<file path="config.mk">
export PLATFORM = sky130hd
export DESIGN_NAME = cache_arbiter_flat
export DESIGN_NICKNAME = d
export VERILOG_FILES = /design/src/rtl/cache_arbiter_if.sv /design/src/rtl/cache_arbiter.sv /design/src/flat_wrapper.sv
export SDC_FILE = /design/constraint.sdc
export NUM_CORES = 1
export LEC_CHECK = 0
export CAP_MARGIN = 10
export CORE_AREA = 2 2 540 542
export DETAILED_ROUTE_END_ITERATION = 8
export DIE_AREA = 0 0 542 544
export PLACE_DENSITY = 0.3
export SETUP_SLACK_MARGIN = 0.3
export SYNTH_ARGS = -nofsm -noshare
export SYNTH_HDL_FRONTEND = slang
export SYNTH_SLANG_ARGS = --single-unit
export TNS_END_PERCENT = 10
</file>
<file path="constraint.sdc">
create_clock -name clk -period 1.84 [get_ports clk]
set_input_delay 0.276 -clock clk [delete_from_list [all_inputs] [get_ports clk]]
set_output_delay 0.276 -clock clk [all_outputs]
set_load 0.05 [all_outputs]
</file>
<file path="src/rtl/cache_arbiter_if.sv">
// Bundle of the cache-side and memory-side line-transfer signals of the
// cache arbiter. The slave modport is the arbiter's view; the master modport
// is the view of the environment: both caches plus the physical memory.
interface cache_arbiter_if #(
   parameter int ADDR_WIDTH = 32,
   parameter int LINE_WIDTH = 256
);
   // instruction cache side (port a)
   logic                  pmem_read_a;
   logic [ADDR_WIDTH-1:0] pmem_addr_a;
   logic [LINE_WIDTH-1:0] pmem_rdata_a;
   logic                  pmem_resp_a;
   // data cache side (port b)
   logic                  pmem_read_b;
   logic                  pmem_write_b;
   logic [ADDR_WIDTH-1:0] pmem_addr_b;
   logic [LINE_WIDTH-1:0] pmem_wdata_b;
   logic [LINE_WIDTH-1:0] pmem_rdata_b;
   logic                  pmem_resp_b;
   // physical memory side
   logic                  phys_read;
   logic                  phys_write;
   logic [ADDR_WIDTH-1:0] phys_address;
   logic [LINE_WIDTH-1:0] phys_wdata;
   logic [LINE_WIDTH-1:0] phys_rdata;
   logic                  phys_resp;

   modport slave (
      input  pmem_read_a, pmem_addr_a,
      input  pmem_read_b, pmem_write_b, pmem_addr_b, pmem_wdata_b,
      input  phys_rdata, phys_resp,
      output pmem_rdata_a, pmem_resp_a, pmem_rdata_b, pmem_resp_b,
      output phys_read, phys_write, phys_address, phys_wdata
   );

   modport master (
      output pmem_read_a, pmem_addr_a,
      output pmem_read_b, pmem_write_b, pmem_addr_b, pmem_wdata_b,
      output phys_rdata, phys_resp,
      input  pmem_rdata_a, pmem_resp_a, pmem_rdata_b, pmem_resp_b,
      input  phys_read, phys_write, phys_address, phys_wdata
   );
endinterface

</file>
<file path="src/rtl/cache_arbiter.sv">
// Two-client line arbiter: serialises instruction-cache reads (port a) and
// data-cache reads/writebacks (port b) onto one physical memory port with
// round-robin priority, and steers each completion back to its requester.
// Every output is driven straight from a register.
module cache_arbiter #(
   parameter int ADDR_WIDTH = 32,
   parameter int LINE_WIDTH = 256
) (
   input logic            clk,
   input logic            rst_n,
   cache_arbiter_if.slave bus
);
   typedef enum logic [1:0] {IDLE, SERVE_A, SERVE_B, DONE} state_t;

   // clears the byte-in-line offset so memory only ever sees aligned lines
   localparam logic [ADDR_WIDTH-1:0] LINE_MASK = {{(ADDR_WIDTH-5){1'b1}}, 5'b0};

   state_t                state, state_nxt;
   logic                  last_grant, last_grant_nxt;   // 0 = a, 1 = b
   logic [ADDR_WIDTH-1:0] req_addr, req_addr_nxt;
   logic [LINE_WIDTH-1:0] req_wdata, req_wdata_nxt;
   logic                  rd_strobe, rd_strobe_nxt;
   logic                  wr_strobe, wr_strobe_nxt;
   logic [LINE_WIDTH-1:0] rdata_a, rdata_a_nxt;
   logic [LINE_WIDTH-1:0] rdata_b, rdata_b_nxt;
   logic                  resp_a, resp_a_nxt;
   logic                  resp_b, resp_b_nxt;

   logic req_a;
   logic req_b;
   logic grant_b;

   assign req_a = bus.pmem_read_a;
   assign req_b = bus.pmem_read_b | bus.pmem_write_b;
   // b wins when it is alone, or when both ask and a was granted last
   assign grant_b = req_b & (~req_a | ~last_grant);

   assign bus.phys_read    = rd_strobe;
   assign bus.phys_write   = wr_strobe;
   assign bus.phys_address = req_addr;
   assign bus.phys_wdata   = req_wdata;
   assign bus.pmem_rdata_a = rdata_a;
   assign bus.pmem_rdata_b = rdata_b;
   assign bus.pmem_resp_a  = resp_a;
   assign bus.pmem_resp_b  = resp_b;

   // Next-state and next-output decode; everything holds unless a transition says otherwise.
   always_comb begin
      state_nxt      = state;
      last_grant_nxt = last_grant;
      req_addr_nxt   = req_addr;
      req_wdata_nxt  = req_wdata;
      rd_strobe_nxt  = rd_strobe;
      wr_strobe_nxt  = wr_strobe;
      rdata_a_nxt    = rdata_a;
      rdata_b_nxt    = rdata_b;
      resp_a_nxt     = 1'b0;
      resp_b_nxt     = 1'b0;

      case (state)
         IDLE: begin
            if (grant_b) begin
               state_nxt      = SERVE_B;
               last_grant_nxt = 1'b1;
               req_addr_nxt   = bus.pmem_addr_b & LINE_MASK;
               req_wdata_nxt  = bus.pmem_wdata_b;
               // a writeback takes precedence over a simultaneous read
               wr_strobe_nxt  = bus.pmem_write_b;
               rd_strobe_nxt  = ~bus.pmem_write_b;
            end else if (req_a) begin
               state_nxt      = SERVE_A;
               last_grant_nxt = 1'b0;
               req_addr_nxt   = bus.pmem_addr_a & LINE_MASK;
               req_wdata_nxt  = '0;
               rd_strobe_nxt  = 1'b1;
               wr_strobe_nxt  = 1'b0;
            end
         end
         SERVE_A: begin
            if (bus.phys_resp) begin
               state_nxt     = DONE;
               rd_strobe_nxt = 1'b0;
               wr_strobe_nxt = 1'b0;
               rdata_a_nxt   = bus.phys_rdata;
               resp_a_nxt    = 1'b1;
            end
         end
         SERVE_B: begin
            if (bus.phys_resp) begin
               state_nxt     = DONE;
               rd_strobe_nxt = 1'b0;
               wr_strobe_nxt = 1'b0;
               rdata_b_nxt   = bus.phys_rdata;
               resp_b_nxt    = 1'b1;
            end
         end
         DONE: begin
            // the completion pulse is on the outputs this cycle; requests are
            // looked at again only once back in IDLE
            state_nxt = IDLE;
         end
         default: begin
            state_nxt = IDLE;
         end
      endcase
   end

   // State and output registers; reset abandons any in-flight transfer.
   always_ff @(posedge clk) begin
      if (!rst_n) begin
         state      <= IDLE;
         last_grant <= 1'b1;
         req_addr   <= '0;
         req_wdata  <= '0;
         rd_strobe  <= 1'b0;
         wr_strobe  <= 1'b0;
         rdata_a    <= '0;
         rdata_b    <= '0;
         resp_a     <= 1'b0;
         resp_b     <= 1'b0;
      end else begin
         state      <= state_nxt;
         last_grant <= last_grant_nxt;
         req_addr   <= req_addr_nxt;
         req_wdata  <= req_wdata_nxt;
         rd_strobe  <= rd_strobe_nxt;
         wr_strobe  <= wr_strobe_nxt;
         rdata_a    <= rdata_a_nxt;
         rdata_b    <= rdata_b_nxt;
         resp_a     <= resp_a_nxt;
         resp_b     <= resp_b_nxt;
      end
   end
endmodule
</file>
<file path="src/flat_wrapper.sv">
// flat-port wrapper written by rule: the top's interface ports become plain ports
module cache_arbiter_flat 
#(
   parameter int ADDR_WIDTH = 32,
   parameter int LINE_WIDTH = 256
)
  (clk, rst_n, bus_pmem_read_a, bus_pmem_addr_a, bus_pmem_read_b, bus_pmem_write_b, bus_pmem_addr_b, bus_pmem_wdata_b, bus_phys_rdata, bus_phys_resp, bus_pmem_rdata_a, bus_pmem_resp_a, bus_pmem_rdata_b, bus_pmem_resp_b, bus_phys_read, bus_phys_write, bus_phys_address, bus_phys_wdata);
  cache_arbiter_if #(.ADDR_WIDTH(ADDR_WIDTH), .LINE_WIDTH(LINE_WIDTH)) bus_i ();
  input logic clk;
  input logic rst_n;
  input wire logic [$bits(bus_i.pmem_read_a)-1:0] bus_pmem_read_a;
  input wire logic [$bits(bus_i.pmem_addr_a)-1:0] bus_pmem_addr_a;
  input wire logic [$bits(bus_i.pmem_read_b)-1:0] bus_pmem_read_b;
  input wire logic [$bits(bus_i.pmem_write_b)-1:0] bus_pmem_write_b;
  input wire logic [$bits(bus_i.pmem_addr_b)-1:0] bus_pmem_addr_b;
  input wire logic [$bits(bus_i.pmem_wdata_b)-1:0] bus_pmem_wdata_b;
  input wire logic [$bits(bus_i.phys_rdata)-1:0] bus_phys_rdata;
  input wire logic [$bits(bus_i.phys_resp)-1:0] bus_phys_resp;
  output wire logic [$bits(bus_i.pmem_rdata_a)-1:0] bus_pmem_rdata_a;
  output wire logic [$bits(bus_i.pmem_resp_a)-1:0] bus_pmem_resp_a;
  output wire logic [$bits(bus_i.pmem_rdata_b)-1:0] bus_pmem_rdata_b;
  output wire logic [$bits(bus_i.pmem_resp_b)-1:0] bus_pmem_resp_b;
  output wire logic [$bits(bus_i.phys_read)-1:0] bus_phys_read;
  output wire logic [$bits(bus_i.phys_write)-1:0] bus_phys_write;
  output wire logic [$bits(bus_i.phys_address)-1:0] bus_phys_address;
  output wire logic [$bits(bus_i.phys_wdata)-1:0] bus_phys_wdata;
  assign bus_i.pmem_read_a = bus_pmem_read_a;
  assign bus_i.pmem_addr_a = bus_pmem_addr_a;
  assign bus_i.pmem_read_b = bus_pmem_read_b;
  assign bus_i.pmem_write_b = bus_pmem_write_b;
  assign bus_i.pmem_addr_b = bus_pmem_addr_b;
  assign bus_i.pmem_wdata_b = bus_pmem_wdata_b;
  assign bus_i.phys_rdata = bus_phys_rdata;
  assign bus_i.phys_resp = bus_phys_resp;
  assign bus_pmem_rdata_a = bus_i.pmem_rdata_a;
  assign bus_pmem_resp_a = bus_i.pmem_resp_a;
  assign bus_pmem_rdata_b = bus_i.pmem_rdata_b;
  assign bus_pmem_resp_b = bus_i.pmem_resp_b;
  assign bus_phys_read = bus_i.phys_read;
  assign bus_phys_write = bus_i.phys_write;
  assign bus_phys_address = bus_i.phys_address;
  assign bus_phys_wdata = bus_i.phys_wdata;
  cache_arbiter #(.ADDR_WIDTH(ADDR_WIDTH), .LINE_WIDTH(LINE_WIDTH)) u_core (.clk(clk), .rst_n(rst_n), .bus(bus_i));
endmodule
</file>
==> results.md <==
- Slowest stage delay, CP: 0.37 ns
- Antenna violations before repair: 49
- Initial Util: 9.615%
- Final setup vio count: 0
- Fraction of layout cells with a size suffix above 1: 31.98%
- Post-DRT Antenna Nets: 0
- DIE HEIGHT: 544 um
- Power Density: 1433 mW/mm2
- Mean number of vias per cell: 3.487
- Hold Path End: u_core.bus.phys_wdata[116]$_SDFFE_PN0P_
- Critical Path AT: 1.47 ns
- Worst setup path class: reg2out
- Drt pass-1 iters: 7
- Die Wd: 542 um
- FF/Latch Area: 0.01633 mm2
- Maximum operating frequency: 572.5 MHz
- FF-to-FF Start: u_core.state[0]$_SDFFE_PN0P_
- Area grow syn2layout: 97.85%
- Crit-path max FO: 2
- Longest Clk Path Bufs: 4
- Vias: 30690
- Skew-Pair Late Insertion Delay: 0.83 ns
- Grt ovf: 0
- RR Endpoint: u_core.bus.phys_wdata[104]$_SDFFE_PN0P_
- Drt initial violations: 1479
- Gp weighted congestion: 0.8133
- Dpl hpwl: 161800 um
- Clk_skew: 0.04403 ns
- Largest delay share family, worst path: flip-flops
- Slowest stage cell, crit path: dfxtp_1
- CP bufs+invs: 1
- First-pass GRT wire length: 270500 um
- Worst relative slew slack: 65.09%
- Clock transition at path regs: 0.06 ns
- Syn Area/Cell: 8.505 um2
- Startpoint types: register
- PortBufs: 1370
- Worst Hold Launch: bus_pmem_wdata_b[116]
- Die ar.: 0.2948 mm2
- Mapped Cells: 3271
- Rows: 198
- Final Critical Period: 1.747 ns
- Mapped Area: 0.02782 mm2
- Highest-count cells in the layout ignoring fill and taps: nand2_1, dfxtp_1, buf_4
- Max-slew violations: 0
- Status: completed
- Hold Path Depth: 3
- Clock sink total: 802
- Lkg Pwr: 0.02108 uW
- Leading cell type in the layout, fill and taps excluded: nand2_1
- Slack of the critical path: 0.09328 ns
- CTS tree: built
- Synth cell types: 30
- Worst Setup End Kind: output pin
- Worst slew pin tran: 0.5236 ns
- Crit-path cells: buf_2
- Io pins: 1386
- CTS Buf Count: 111
- Vias in the first global route: 30680
- Peak VDD IR: 0.7627 mV
- Final-layout fill cell count: 32360
- RSZ-0062 raised after global routing: yes
- Core area: 0.2894 mm2
- Setup_tns: 0 ns
- Crit share post-route: 94.93%
- GRT Total Usage: 13.13%
- DRC Markers: 0
- Area of the multi-input gates: 0.01166 mm2
- Max-cap violations: 0
- Total Wirelength: 213300 um
- Synth warn: 0
- Pre-CTS WS: -0.4438 ns
- HP Class: in2reg
- Root Driver: clkbuf_16
- Nets@finish: 5500
- R2r setup slk: 0.12 ns
- Final Power: 78880 uW
- CTS H-tree depth: 3
- Critical path depth: 1
- Post-synthesis sequential area ratio: 57.71%
- Wire length per cell: 24.24 um
- Worst r2r path cells: 9
- Synth Register Bits: 802
- Worst Path Required: 1.56 ns
- Largest net degree at the start of global routing: 71
- Final Hold Fails: 0
stage by stage:
stage,cells,cell area [um2],utilization (%),hold slack [ns]
after floorplan,3275,27840,-,0.4120
after global placement,8336,46390,16.03,0.4420
after detailed placement,8336,46390,16.03,0.4442
after CTS,8715,52070,18.00,0.0006280
after global routing,8796,55030,19.02,0.04796
final,8801,55040,19.02,0.1037
worst max path at each step:
stage,end,from,slack [ns]
finish,bus_phys_wdata[188],u_core.bus.phys_wdata[188]$_SDFFE_PN0P_,0.09
global route,bus_phys_wdata[188],u_core.bus.phys_wdata[188]$_SDFFE_PN0P_,0.006
CTS,bus_pmem_rdata_b[244],u_core.bus.pmem_rdata_b[244]$_SDFFE_PN0P_,-0.008
detailed placement,u_core.bus.phys_wdata[80]$_SDFFE_PN0P_,bus_pmem_read_b,-0.44
global placement,u_core.bus.phys_wdata[141]$_SDFFE_PN0P_,bus_pmem_read_b,-0.45
floorplan,u_core.bus.phys_wdata[165]$_SDFFE_PN0P_,u_core.state[0]$_SDFFE_PN0P_,0.30
where the power goes:
| group | total, uW | switching [uW] | internal, uW |
|---|---|---|---|
| Sequential | 22600 | 2190 | 20400 |
| Clock | 21900 | 9050 | 12800 |
| Combinational | 34400 | 22200 | 12200 |
| Total | 78900 | 33500 | 45400 |
cell usage after synthesis, drive strengths merged:
| master | count | share of area [%] |
|---|---|---|
| a211oi | 1 | 0.027 |
| o31a | 1 | 0.031 |
| o31ai | 1 | 0.076 |
| buf | 144 | 2.6 |
| nand4b | 1 | 0.031 |
| o21bai | 1 | 0.027 |
| dfxtp | 802 | 58 |
| ha | 4 | 0.18 |
| mux2i | 30 | 1.1 |
| a21oi | 540 | 9.7 |
| nor2 | 258 | 3.5 |
| o221a | 1 | 0.040 |
| o21ai | 27 | 0.49 |
| a221o | 1 | 0.036 |
| a32oi | 256 | 8.1 |
| and2 | 2 | 0.045 |
| nor4b | 1 | 0.031 |
| inv | 4 | 0.054 |
| o32ai | 1 | 0.031 |
| nand2 | 1030 | 14 |
| a21boi | 2 | 0.054 |
| a2bb2oi | 1 | 0.054 |
| clkbuf | 160 | 2.2 |
| a211o | 1 | 0.031 |
| conb | 1 | 0.013 |
final cells by class:
class	count	area share [%]
timing repair buffer	1830	33.94
sequential	802	29.67
inverter	4	0.05001
antenna	7	0.03182
clock buffer	166	5.912
multi-input combinational	2165	21.18
tap	3800	8.638
clock inverter	27	0.5796
routing by layer:
metal	routed length, um	track usage [%]	part of all wire, %	up-vias
li1	-	-	-	14430
met4	6694	3.750	3.1	14
met1	80360	14.42	38	14670
met5	99	0	0.046	-
met2	106900	23.31	50	1282
met3	19290	5.053	9.0	288
flip-flops by register name, indices dropped and copies added (netlist names):
name                     count
u_core.bus.phys_write        1
u_core.bus.phys_address     27
u_core.bus.phys_wdata      256
u_core.bus.pmem_rdata_b    256
u_core.last_grant            1
u_core.bus.pmem_resp_b       1
u_core.bus.pmem_rdata_a    256
u_core.bus.phys_read         1
u_core.bus.pmem_resp_a       1
u_core.state                 2
cells by family (layout without fill, tap and decap cells):
family | after synthesis | count (layout) | synth area share, %
AND/OR/NAND/NOR | 1292 | 1292 | 17.49
AO/OA/AOI/OAI | 834 | 834 | 18.67
multiplexers | 30 | 30 | 1.079
buffers and inverters | 308 | 2027 | 4.862
flip-flops | 802 | 802 | 57.71
other | 1 | 12 | 0.01348
adder cells (fa/ha/maj) | 4 | 4 | 0.1799
repair_timing:
action,CTS,global route
setup endpoints to repair,1598,1598
buffers inserted,9,31
gates resized for setup,1580,360
endpoints found under the hold margin,321,0
pin swaps,0,75
hold buffers,176,0
cloned,1,48
worst register-to-register path: cells and delay by family (launching register included):
kind	cells	cell delay, ns
AND/OR/NAND/NOR	1	0.06
buffers and inverters	5	0.74
AO/OA/AOI/OAI	2	0.28
flip-flops	1	0.36
adder cells (fa/ha/maj)	1	0.19
No activity file was read; power rests on OpenSTA's default activity.
